## src/rtl/stopwatch_ctrl_if.sv

```systemverilog
// stopwatch_ctrl_if: groups the stopwatch controller's tick, button and display signals.
//   master : tick/button/switch source, display sink (clock divider / board / bench side)
//   slave  : the controller itself
//   ticks    : onehz_tick, twohz_tick, fast_tick, blink_tick (one-cycle enables)
//   buttons  : pause_btn, reset_btn (raw), adj_sw, sel_sw (levels)
//   display  : min_tens, min_ones, sec_tens, sec_ones (BCD), blank_min, blank_sec, state
interface stopwatch_ctrl_if;
   logic       onehz_tick;
   logic       twohz_tick;
   logic       fast_tick;
   logic       blink_tick;
   logic       pause_btn;
   logic       reset_btn;
   logic       adj_sw;
   logic       sel_sw;
   logic [2:0] min_tens;
   logic [3:0] min_ones;
   logic [2:0] sec_tens;
   logic [3:0] sec_ones;
   logic       blank_min;
   logic       blank_sec;
   logic [1:0] state;

   modport master (
      output onehz_tick, twohz_tick, fast_tick, blink_tick,
      output pause_btn, reset_btn, adj_sw, sel_sw,
      input  min_tens, min_ones, sec_tens, sec_ones,
      input  blank_min, blank_sec, state
   );

   modport slave (
      input  onehz_tick, twohz_tick, fast_tick, blink_tick,
      input  pause_btn, reset_btn, adj_sw, sel_sw,
      output min_tens, min_ones, sec_tens, sec_ones,
      output blank_min, blank_sec, state
   );
endinterface

```

## src/rtl/stopwatch_ctrl.sv

```systemverilog
// stopwatch_ctrl: run/pause/adjust sequencer and MM:SS BCD datapath.
//   sys_clk : system clock, all state on this clock
//   rst     : asynchronous, active-high reset
//   bus     : stopwatch_ctrl_if.slave (ticks, raw buttons, switches, display outputs)
// sw_debounce: one button debouncer, sampled on a tick enable.
//   smp_tick : sample strobe; din : synchronised button; dout : stable level

module sw_debounce #(
   parameter int DEBOUNCE_TICKS = 3
) (
   input  logic sys_clk,
   input  logic rst,
   input  logic smp_tick,
   input  logic din,
   output logic dout
);
   logic [3:0] cnt;

   always_ff @(posedge sys_clk or posedge rst) begin
      if (rst) begin
         cnt  <= '0;
         dout <= 1'b0;
      end else if (smp_tick) begin
         if (din != dout) begin
            // flip on the sample that would bring the count to DEBOUNCE_TICKS
            if (cnt == 4'(DEBOUNCE_TICKS - 1)) begin
               dout <= ~dout;
               cnt  <= '0;
            end else begin
               cnt <= cnt + 4'd1;
            end
         end else begin
            cnt <= '0;
         end
      end
   end
endmodule

module stopwatch_ctrl #(
   parameter int DEBOUNCE_TICKS = 3
) (
   input  logic             sys_clk,
   input  logic             rst,
   stopwatch_ctrl_if.slave  bus
);
   localparam int NUM_BTN = 2;  // 0 = pause, 1 = reset

   typedef enum logic [1:0] {
      S_IDLE   = 2'b00,
      S_RUN    = 2'b01,
      S_PAUSED = 2'b10,
      S_ADJUST = 2'b11
   } state_t;

   // {sel_sw, adj_sw, reset_btn, pause_btn}
   logic [3:0]         sync1, sync2;
   logic [NUM_BTN-1:0] btn_stable;
   logic               pause_q;
   logic               pause_evt, clr, adj, sel;
   state_t             st, st_nxt;
   logic [6:0]         min_f, sec_f;  // {tens[2:0], ones[3:0]}
   logic               blink_phase, ph_nxt;
   logic               blank_min_q, blank_sec_q;

   always_ff @(posedge sys_clk or posedge rst) begin
      if (rst) begin
         sync1 <= '0;
         sync2 <= '0;
      end else begin
         sync1 <= {bus.sel_sw, bus.adj_sw, bus.reset_btn, bus.pause_btn};
         sync2 <= sync1;
      end
   end

   genvar g;
   generate
      for (g = 0; g < NUM_BTN; g++) begin : g_db
         sw_debounce #(.DEBOUNCE_TICKS(DEBOUNCE_TICKS)) u_db (
            .sys_clk  (sys_clk),
            .rst      (rst),
            .smp_tick (bus.fast_tick),
            .din      (sync2[g]),
            .dout     (btn_stable[g])
         );
      end
   endgenerate

   always_ff @(posedge sys_clk or posedge rst) begin
      if (rst) pause_q <= 1'b0;
      else     pause_q <= btn_stable[0];
   end

   assign pause_evt = btn_stable[0] & ~pause_q;
   assign clr       = btn_stable[1];
   assign adj       = sync2[2];
   assign sel       = sync2[3];

   always_ff @(posedge sys_clk or posedge rst) begin
      if (rst) st <= S_IDLE;
      else     st <= st_nxt;
   end

   always_comb begin
      st_nxt = st;
      if (adj && st != S_ADJUST)
         st_nxt = S_ADJUST;
      else if (st == S_ADJUST && !adj)
         st_nxt = S_PAUSED;
      else if (clr && (st == S_RUN || st == S_PAUSED))
         st_nxt = S_IDLE;
      else if (pause_evt) begin
         case (st)
            S_IDLE:   st_nxt = S_RUN;
            S_RUN:    st_nxt = S_PAUSED;
            S_PAUSED: st_nxt = S_RUN;
            default:  st_nxt = st;
         endcase
      end
   end

   // 00..59 BCD increment, wrapping to 00
   function automatic logic [6:0] bcd60_inc(input logic [6:0] v);
      if (v[3:0] != 4'd9)      return {v[6:4], v[3:0] + 4'd1};
      else if (v[6:4] != 3'd5) return {v[6:4] + 3'd1, 4'd0};
      else                     return 7'd0;
   endfunction

   // Datapath keys off the registered state; a RUN->PAUSED cycle still counts.
   always_ff @(posedge sys_clk or posedge rst) begin
      if (rst) begin
         min_f <= '0;
         sec_f <= '0;
      end else if (clr) begin
         min_f <= '0;
         sec_f <= '0;
      end else begin
         case (st)
            S_RUN: if (bus.onehz_tick) begin
               sec_f <= bcd60_inc(sec_f);
               if (sec_f == 7'h59) min_f <= bcd60_inc(min_f);
            end
            S_ADJUST: if (bus.twohz_tick) begin
               if (sel) sec_f <= bcd60_inc(sec_f);
               else     min_f <= bcd60_inc(min_f);
            end
            default: ;
         endcase
      end
   end

   // Phase only runs while staying in ADJUST; leaving clears it the same cycle.
   assign ph_nxt = (st == S_ADJUST && st_nxt == S_ADJUST) ?
                   (blink_phase ^ bus.blink_tick) : 1'b0;

   always_ff @(posedge sys_clk or posedge rst) begin
      if (rst) begin
         blink_phase <= 1'b0;
         blank_min_q <= 1'b0;
         blank_sec_q <= 1'b0;
      end else begin
         blink_phase <= ph_nxt;
         blank_min_q <= ph_nxt & ~sel;
         blank_sec_q <= ph_nxt & sel;
      end
   end

   assign bus.min_tens  = min_f[6:4];
   assign bus.min_ones  = min_f[3:0];
   assign bus.sec_tens  = sec_f[6:4];
   assign bus.sec_ones  = sec_f[3:0];
   assign bus.blank_min = blank_min_q;
   assign bus.blank_sec = blank_sec_q;
   assign bus.state     = st;
endmodule

```

## src/flat_wrapper.sv

```systemverilog
// flat-port wrapper written by rule: the top's interface ports become plain ports
module stopwatch_ctrl_flat 
#(
   parameter int DEBOUNCE_TICKS = 3
)
  (sys_clk, rst, bus_onehz_tick, bus_twohz_tick, bus_fast_tick, bus_blink_tick, bus_pause_btn, bus_reset_btn, bus_adj_sw, bus_sel_sw, bus_min_tens, bus_min_ones, bus_sec_tens, bus_sec_ones, bus_blank_min, bus_blank_sec, bus_state);
  stopwatch_ctrl_if bus_i ();
  input  logic sys_clk;
  input  logic rst;
  input wire logic [$bits(bus_i.onehz_tick)-1:0] bus_onehz_tick;
  input wire logic [$bits(bus_i.twohz_tick)-1:0] bus_twohz_tick;
  input wire logic [$bits(bus_i.fast_tick)-1:0] bus_fast_tick;
  input wire logic [$bits(bus_i.blink_tick)-1:0] bus_blink_tick;
  input wire logic [$bits(bus_i.pause_btn)-1:0] bus_pause_btn;
  input wire logic [$bits(bus_i.reset_btn)-1:0] bus_reset_btn;
  input wire logic [$bits(bus_i.adj_sw)-1:0] bus_adj_sw;
  input wire logic [$bits(bus_i.sel_sw)-1:0] bus_sel_sw;
  output wire logic [$bits(bus_i.min_tens)-1:0] bus_min_tens;
  output wire logic [$bits(bus_i.min_ones)-1:0] bus_min_ones;
  output wire logic [$bits(bus_i.sec_tens)-1:0] bus_sec_tens;
  output wire logic [$bits(bus_i.sec_ones)-1:0] bus_sec_ones;
  output wire logic [$bits(bus_i.blank_min)-1:0] bus_blank_min;
  output wire logic [$bits(bus_i.blank_sec)-1:0] bus_blank_sec;
  output wire logic [$bits(bus_i.state)-1:0] bus_state;
  assign bus_i.onehz_tick = bus_onehz_tick;
  assign bus_i.twohz_tick = bus_twohz_tick;
  assign bus_i.fast_tick = bus_fast_tick;
  assign bus_i.blink_tick = bus_blink_tick;
  assign bus_i.pause_btn = bus_pause_btn;
  assign bus_i.reset_btn = bus_reset_btn;
  assign bus_i.adj_sw = bus_adj_sw;
  assign bus_i.sel_sw = bus_sel_sw;
  assign bus_min_tens = bus_i.min_tens;
  assign bus_min_ones = bus_i.min_ones;
  assign bus_sec_tens = bus_i.sec_tens;
  assign bus_sec_ones = bus_i.sec_ones;
  assign bus_blank_min = bus_i.blank_min;
  assign bus_blank_sec = bus_i.blank_sec;
  assign bus_state = bus_i.state;
  stopwatch_ctrl #(.DEBOUNCE_TICKS(DEBOUNCE_TICKS)) u_core (.sys_clk(sys_clk), .rst(rst), .bus(bus_i));
endmodule
```

## config.mk

```make
export PLATFORM = sky130hd
export DESIGN_NAME = stopwatch_ctrl_flat
export DESIGN_NICKNAME = d
export VERILOG_FILES = /design/src/rtl/stopwatch_ctrl_if.sv /design/src/rtl/stopwatch_ctrl.sv /design/src/flat_wrapper.sv
export SDC_FILE = /design/constraint.sdc
export NUM_CORES = 1
export LEC_CHECK = 0
export CORE_MARGIN = 5
export CORE_UTILIZATION = 44
export DETAILED_ROUTE_END_ITERATION = 16
export PLACE_DENSITY = 0.66
export SLEW_MARGIN = 20
export SYNTH_ARGS = -nofsm -noshare
export SYNTH_HDL_FRONTEND = slang
export SYNTH_SLANG_ARGS = --single-unit
```

## constraint.sdc

```tcl
create_clock -name sys_clk -period 2.1 [get_ports sys_clk]
set_input_delay 0.315 -clock sys_clk [delete_from_list [all_inputs] [get_ports sys_clk]]
set_output_delay 0.315 -clock sys_clk [all_outputs]
set_load 0.02 [all_outputs]
```

* Word level (Yosys, flattened, before mapping)
Index checks and enable logic that the tools add are counted.
Widths: inputs -> output; s select.
** Cells by class
- Add/sub/neg operators :: 6
- Multipliers :: 0
- Div/mod/pow operators :: 0
- $lt $le $gt $ge :: 0
- Eq/ne operators :: 19
- Shift operators :: 0
- Muxes and demuxes :: 25
- Bitwise logic cells :: 8
- Reductions and logical operators :: 13
** Operator list (count)
- $mux 7 :: 13
- $pmux 7 s2 :: 2
- $ne 3x3->1 const B :: 6
- $add 4x1->4 const B :: 4
- $mux 4 :: 4
- $eq 4x2->1 const B :: 2
- $mux 2 :: 4
- $ne 4x4->1 const B :: 2
- $eq 7x7->1 const B :: 1
- $add 3x1->3 const B :: 2
- $eq 2x2->1 const B :: 3
- $reduce_and 3->1 :: 2
- $reduce_and 5->1 :: 1
- $logic_and 1x1->1 :: 4
- $not 1->1 :: 4
- $pmux 2 s2 :: 1
- $reduce_and 4->1 :: 1
- $and 1x1->1 :: 3
- $ne 3x2->1 const B :: 1
- $reduce_bool 3->1 :: 1
- $eq 2x1->1 const B :: 1
- $logic_not 2->1 :: 1
- $ne 1x1->1 :: 2
- $ne 2x2->1 const B :: 1
- other kinds (5) :: 5
** Storage, ports and cells
- Flip-flop bits (word level) :: 38
- Latch bits :: 0
- RAM bits :: 0
- Bits in read-only memories :: 0
- Input port bits :: 10
- Logic and storage cells :: 84
- Memories kept :: 0

* Depth between registers and ports, before layout
- Depth after elaboration :: 11
- Depth in mapped cells :: 7

* Hierarchy
A second synthesis with hierarchy kept.
** Unflattened totals
- Cells, all modules :: 173
- Area total of the unflattened synthesis :: 1925.6 um^2
** Modules (own cells, without submodules)
- stopwatch_ctrl :: times used 1, cells each 125, area each 1370.1 um^2
- sw_debounce :: times used 2, cells each 24, area each 277.8 um^2

* Least setup slack after synthesis
OpenSTA, ideal clock, no wires.
- Path kind :: register to register
- Start :: register u_core.st[0] (netlist: u_core.bus.state[0])
- End :: register u_core.min_f[1]
- Setup time :: 0.125 ns
- Arrival :: 1.810 ns
- Required time :: 1.975 ns
- Setup slack :: 0.165 ns
- Cell stages (with the launch flop) :: 6
- Path buffers :: 0
- Clock period less this slack :: 1.935 ns
- Path through :: dfrtp_1 ha_1 mux2i_1 a21oi_1 a21o_1 mux2_2
** Between the ends
- Longest elaborated chain between the ends :: 3
- Elaborated cells between the ends (all ways) :: 10
- Those cells by class :: eq/ne: 6; mux: 2; reduce/logical: 2
** Ends and longest elaborated chain
- from (decl) :: line stopwatch_ctrl.sv:60 : state_t st, st_nxt;
- from (signal assigned) :: line stopwatch_ctrl.sv:100 : else st <= st_nxt;
- $eq 2x2->1 or $eq 2x1->1 (tied branches) :: line stopwatch_ctrl.sv:137 : case (st)
- $ne 3x3->1 (no line), or another cell as far along
- $reduce_and 5->1 (no line) or $mux 7 (tied branches)
- to (signal assigned) :: line stopwatch_ctrl.sv:140 : if (sec_f == 7'h59) min_f <= bcd60_inc(min_f);
- to (signal assigned) :: line stopwatch_ctrl.sv:144 : else min_f <= bcd60_inc(min_f);
- to (decl) :: line stopwatch_ctrl.sv:61 : logic [6:0] min_f, sec_f;
Several ways; a longest one is shown, not always the timed one.
A chain may end at the register's enable or synchronous reset.

* Worst setup path after layout
- Start :: register u_core.st[0] (netlist: u_core.bus.state[0])
- End :: register u_core.sec_f[5]
** Between the ends
- Longest elaborated chain between the ends :: 3
- Elaborated cells between the ends (all ways) :: 9
- Those cells by class :: eq/ne: 5; mux: 2; reduce/logical: 2
** Ends and longest elaborated chain
- $eq 2x2->1 or $eq 2x1->1 (tied branches) :: line stopwatch_ctrl.sv:137
- $ne 3x2->1 (no line), or another cell as far along
- $reduce_and 4->1 (no line) or $mux 7 (tied branches)
- to (signal assigned) :: line stopwatch_ctrl.sv:139 : sec_f <= bcd60_inc(sec_f);
- to (signal assigned) :: line stopwatch_ctrl.sv:143 : if (sel) sec_f <= bcd60_inc(sec_f);
- to (decl) :: line stopwatch_ctrl.sv:61
Several ways; a longest one is shown, not always the timed one.

==> summary.txt <==
Cells and area
  – Share of cells above drive strength 1: 9.50%
  – Most frequent cells in the layout: 38 x dfrtp_1, 27 x clkdlybuf4s50_1, 18 x o21ai_0
  – Final net count: 241
  – Finished Layout Cells: 273
  – Layout filler cell count: 375
  – Commonest non-fill, non-tap cell in the layout: dfrtp_1
  – P&R area growth vs syn: 26.1%
  – Ant. Diodes: 0
  – Util after Layout: 56.2%

STA
  – Minimum clock period: 1920 ps
  – Final setup fails: 0
  – Setup_tns: 0 ps
  – Final Hold Viols: 0
  – Max Slew Vio Count: 0
  – Worst Tran Pin Value: 471 ps
  – Crit share post-route: 91.4%
  – Hold WS: 352 ps
  – Maximum clock frequency: 0.521 GHz
  – Clock Skews: 6.30 ps
  – RSZ-0062 raised after global routing: false
  – Rel. slew slack: 68.6%

Global routing
  – Largest net degree at the start of global routing: 39
  – Global-route wire length before repair: 6380 µm
  – Vias in the first global route: 1473
  – GRT Util Overall: 13.2%
  – Overflow after GRT: 0
  – Initial antenna violation count: 0

Synth
  – Avg Synthesized Cell Area: 10.3 µm²
  – FF+latch count, synth: 38
  – Yosys warns: 0
  – Post-synthesis sequential area ratio: 49.7%
  – Number of synthesized flops with an enable pin: 0
  – Top cell type's share of synthesized area: 49.7%
  – Asr flop ratio synth: 100%
  – Synth top area cells: dfrtp_1 50%, ha_1 7.2%, o21ai_0 4.7%, inv_1 3.3%, mux2_2 2.9%
  – Main synth FF type: dfrtp_1
  – Library cells used by synthesis: 45
  – Synth area leader: dfrtp_1
  – Synth Instances: 185
  – Post-Syn Area: 0.00191 mm²
  – Mapped Nets: 206

Place
  – Hpwl dp: 2690 µm
  – GP Congestion: 0.804
  – DP Cell Count: 265
  – Input/output buffers: 27

Clock tree
  – H-tree depth: 2
  – Clock buffer depth: 2
  – CTS clk-pin slew, worst paths: 80 ps
  – Setup Fix Bufs, Post-CTS: 0
  – Post_cts resized: 0
  – Cts hold-fix bufs: 0
  – Clk Latency, worst-skew pair: 290 ps
  – CTS sink count: 38
  – CTS root buf: clkbuf_8
  – CTS tree: done
  – Num CTS Buffers: 5

Floorplanning
  – # IOs: 28
  – Starting Density: 44.6%
  – Core area: 0.00429 mm²
  – Full die area: 0.00577 mm²
  – Die height: 76.0 µm
  – Die Wd: 76.0 µm
  – Row count: 24

Routing
  – Wire length per cell: 13.4 µm
  – DRT antenna net count: 0
  – Via count: 1492
  – DR DRC count: 0
  – Via density: 5.47
  – First drt pass iteration count: 4
  – DR iter-0 viols: 94
  – Total Routed Length: 3650 µm

Worst setup path
  – Flop2flop setup slack: 180 ps
  – Worst Path Arrival: 2130 ps
  – CP Capture Type: flip-flop
  – FF-to-FF End: u_core.sec_f[5]
  – Critical path class: flip-flop to flip-flop
  – Crit Reg-Reg Startpoint: u_core.bus.state[0]
  – Reg2Reg Depth: 5
  – CP required: 2310 ps
  – Crit Path Max Fanout: 10
  – Critical Path End: u_core.sec_f[5]
  – Crit path launch: u_core.bus.state[0]
  – Startpoint Class: flip-flop

Pwr
  – LEAKAGE: 0.00105 µW
  – Pwr dens: 1330 mW/mm²
  – Worst IR Drop VDD: 0.874 mV

Flow run
  – Max Cap Violations: 0

Run status
  – Status: completed

Worst hold path
  – Worst hold path class: flip-flop to flip-flop
-- per-layer routing --
| metal | GRT usage (%) | share of wire (%) | up-vias | wire, µm |
|---|---|---|---|---|
| met5 | 0 | 0 | - | 0 |
| met4 | 4.45 | 1.9 | 0 | 71 |
| met3 | 4.38 | 4.7 | 9 | 171 |
| met2 | 22.0 | 49 | 35 | 1790 |
| met1 | 16.0 | 44 | 717 | 1620 |
| li1 | - | - | 731 | - |
-- registers in the layout, summed over array words and instances (netlist names), 2 cells and up --
name and count:
u_core.g_db.u_db.cnt 8, u_core.min_f 7, u_core.sec_f 7, u_core.sync1 4, u_core.sync2 4, u_core.bus.state 2, u_core.g_db.u_db.dout 2
-- cells by family (layout without fill, tap and decap cells) --
group | count (synthesis) | count (layout) | synth area share [%]
multiplexers | 8 | 8 | 4.51
flip-flops | 38 | 38 | 49.7
XOR/XNOR | 4 | 4 | 1.83
AND/OR/NAND/NOR | 54 | 54 | 15.7
adder cells (fa/ha/maj) | 12 | 12 | 7.71
buffers and inverters | 22 | 58 | 4.31
AO/OA/AOI/OAI | 47 | 47 | 16.3
-- area by class of cell --
cell class                      count  area (µm²)  share of cell area (%)
Inverter                           17        63.8                    2.64
Multi-Input combinational cell    125         881                    36.5
Clock buffer                        5        68.8                    2.85
Sequential cell                    38         951                    39.4
Clock inverter                      3        68.8                    2.85
Timing Repair Buffer               33         315                    13.1
Tap cell                           52        65.1                    2.70
-- synth_stat cells, drive strengths merged (3+ instances only) --
cell      n
nand2     6
xor2      3
dfrtp    38
inv      17
nor2     11
nor3b     4
ha       11
a21oi     4
nand2b    7
nand3     4
o2bb2ai   3
mux2      5
o21ai    19
nor3      6
a211oi    4
mux2i     3
clkbuf    5
-- per-stage QoR --
step | cell area [µm²] | setup slack [ps] | total power, µW
2_1_floorplan | 1910 | 165 | 1990
3_5_place_dp | 2280 | 196 | 2480
3_3_place_gp | 2280 | 254 | 2400
4_1_cts | 2410 | 202 | 3230
6_report | 2410 | 180 | 3200
5_1_grt | 2410 | 62.6 | 3440
-- worst max-delay path: stages, from the launching register on --
cell and delay, ps:
dfrtp_1 440, ha_1 300, a21boi_0 170, o21a_1 280, or4_1 500, a21oi_1 160
-- how the worst min path moves through the flow --
stage | from | to | slack (ps) | depth (start not counted)
2_1_floorplan | u_core.sync1[0] | u_core.sync2[0] | 330 | 0
3_3_place_gp | u_core.sync1[2] | u_core.sync2[2] | 340 | 0
3_5_place_dp | u_core.sync1[1] | u_core.sync2[1] | 340 | 0
4_1_cts | u_core.sync1[1] | u_core.sync2[1] | 350 | 0
5_1_grt | u_core.sync1[0] | u_core.sync2[0] | 360 | 0
6_report | u_core.sync1[1] | u_core.sync2[1] | 350 | 0
-- where the power goes --
part	total, µW	internal (µW)	switching [µW]
combinational	1340	616	727
clock	739	476	264
sequential	1120	916	204
total	3200	2010	1190
No activity file was read; power rests on OpenSTA's default activity.
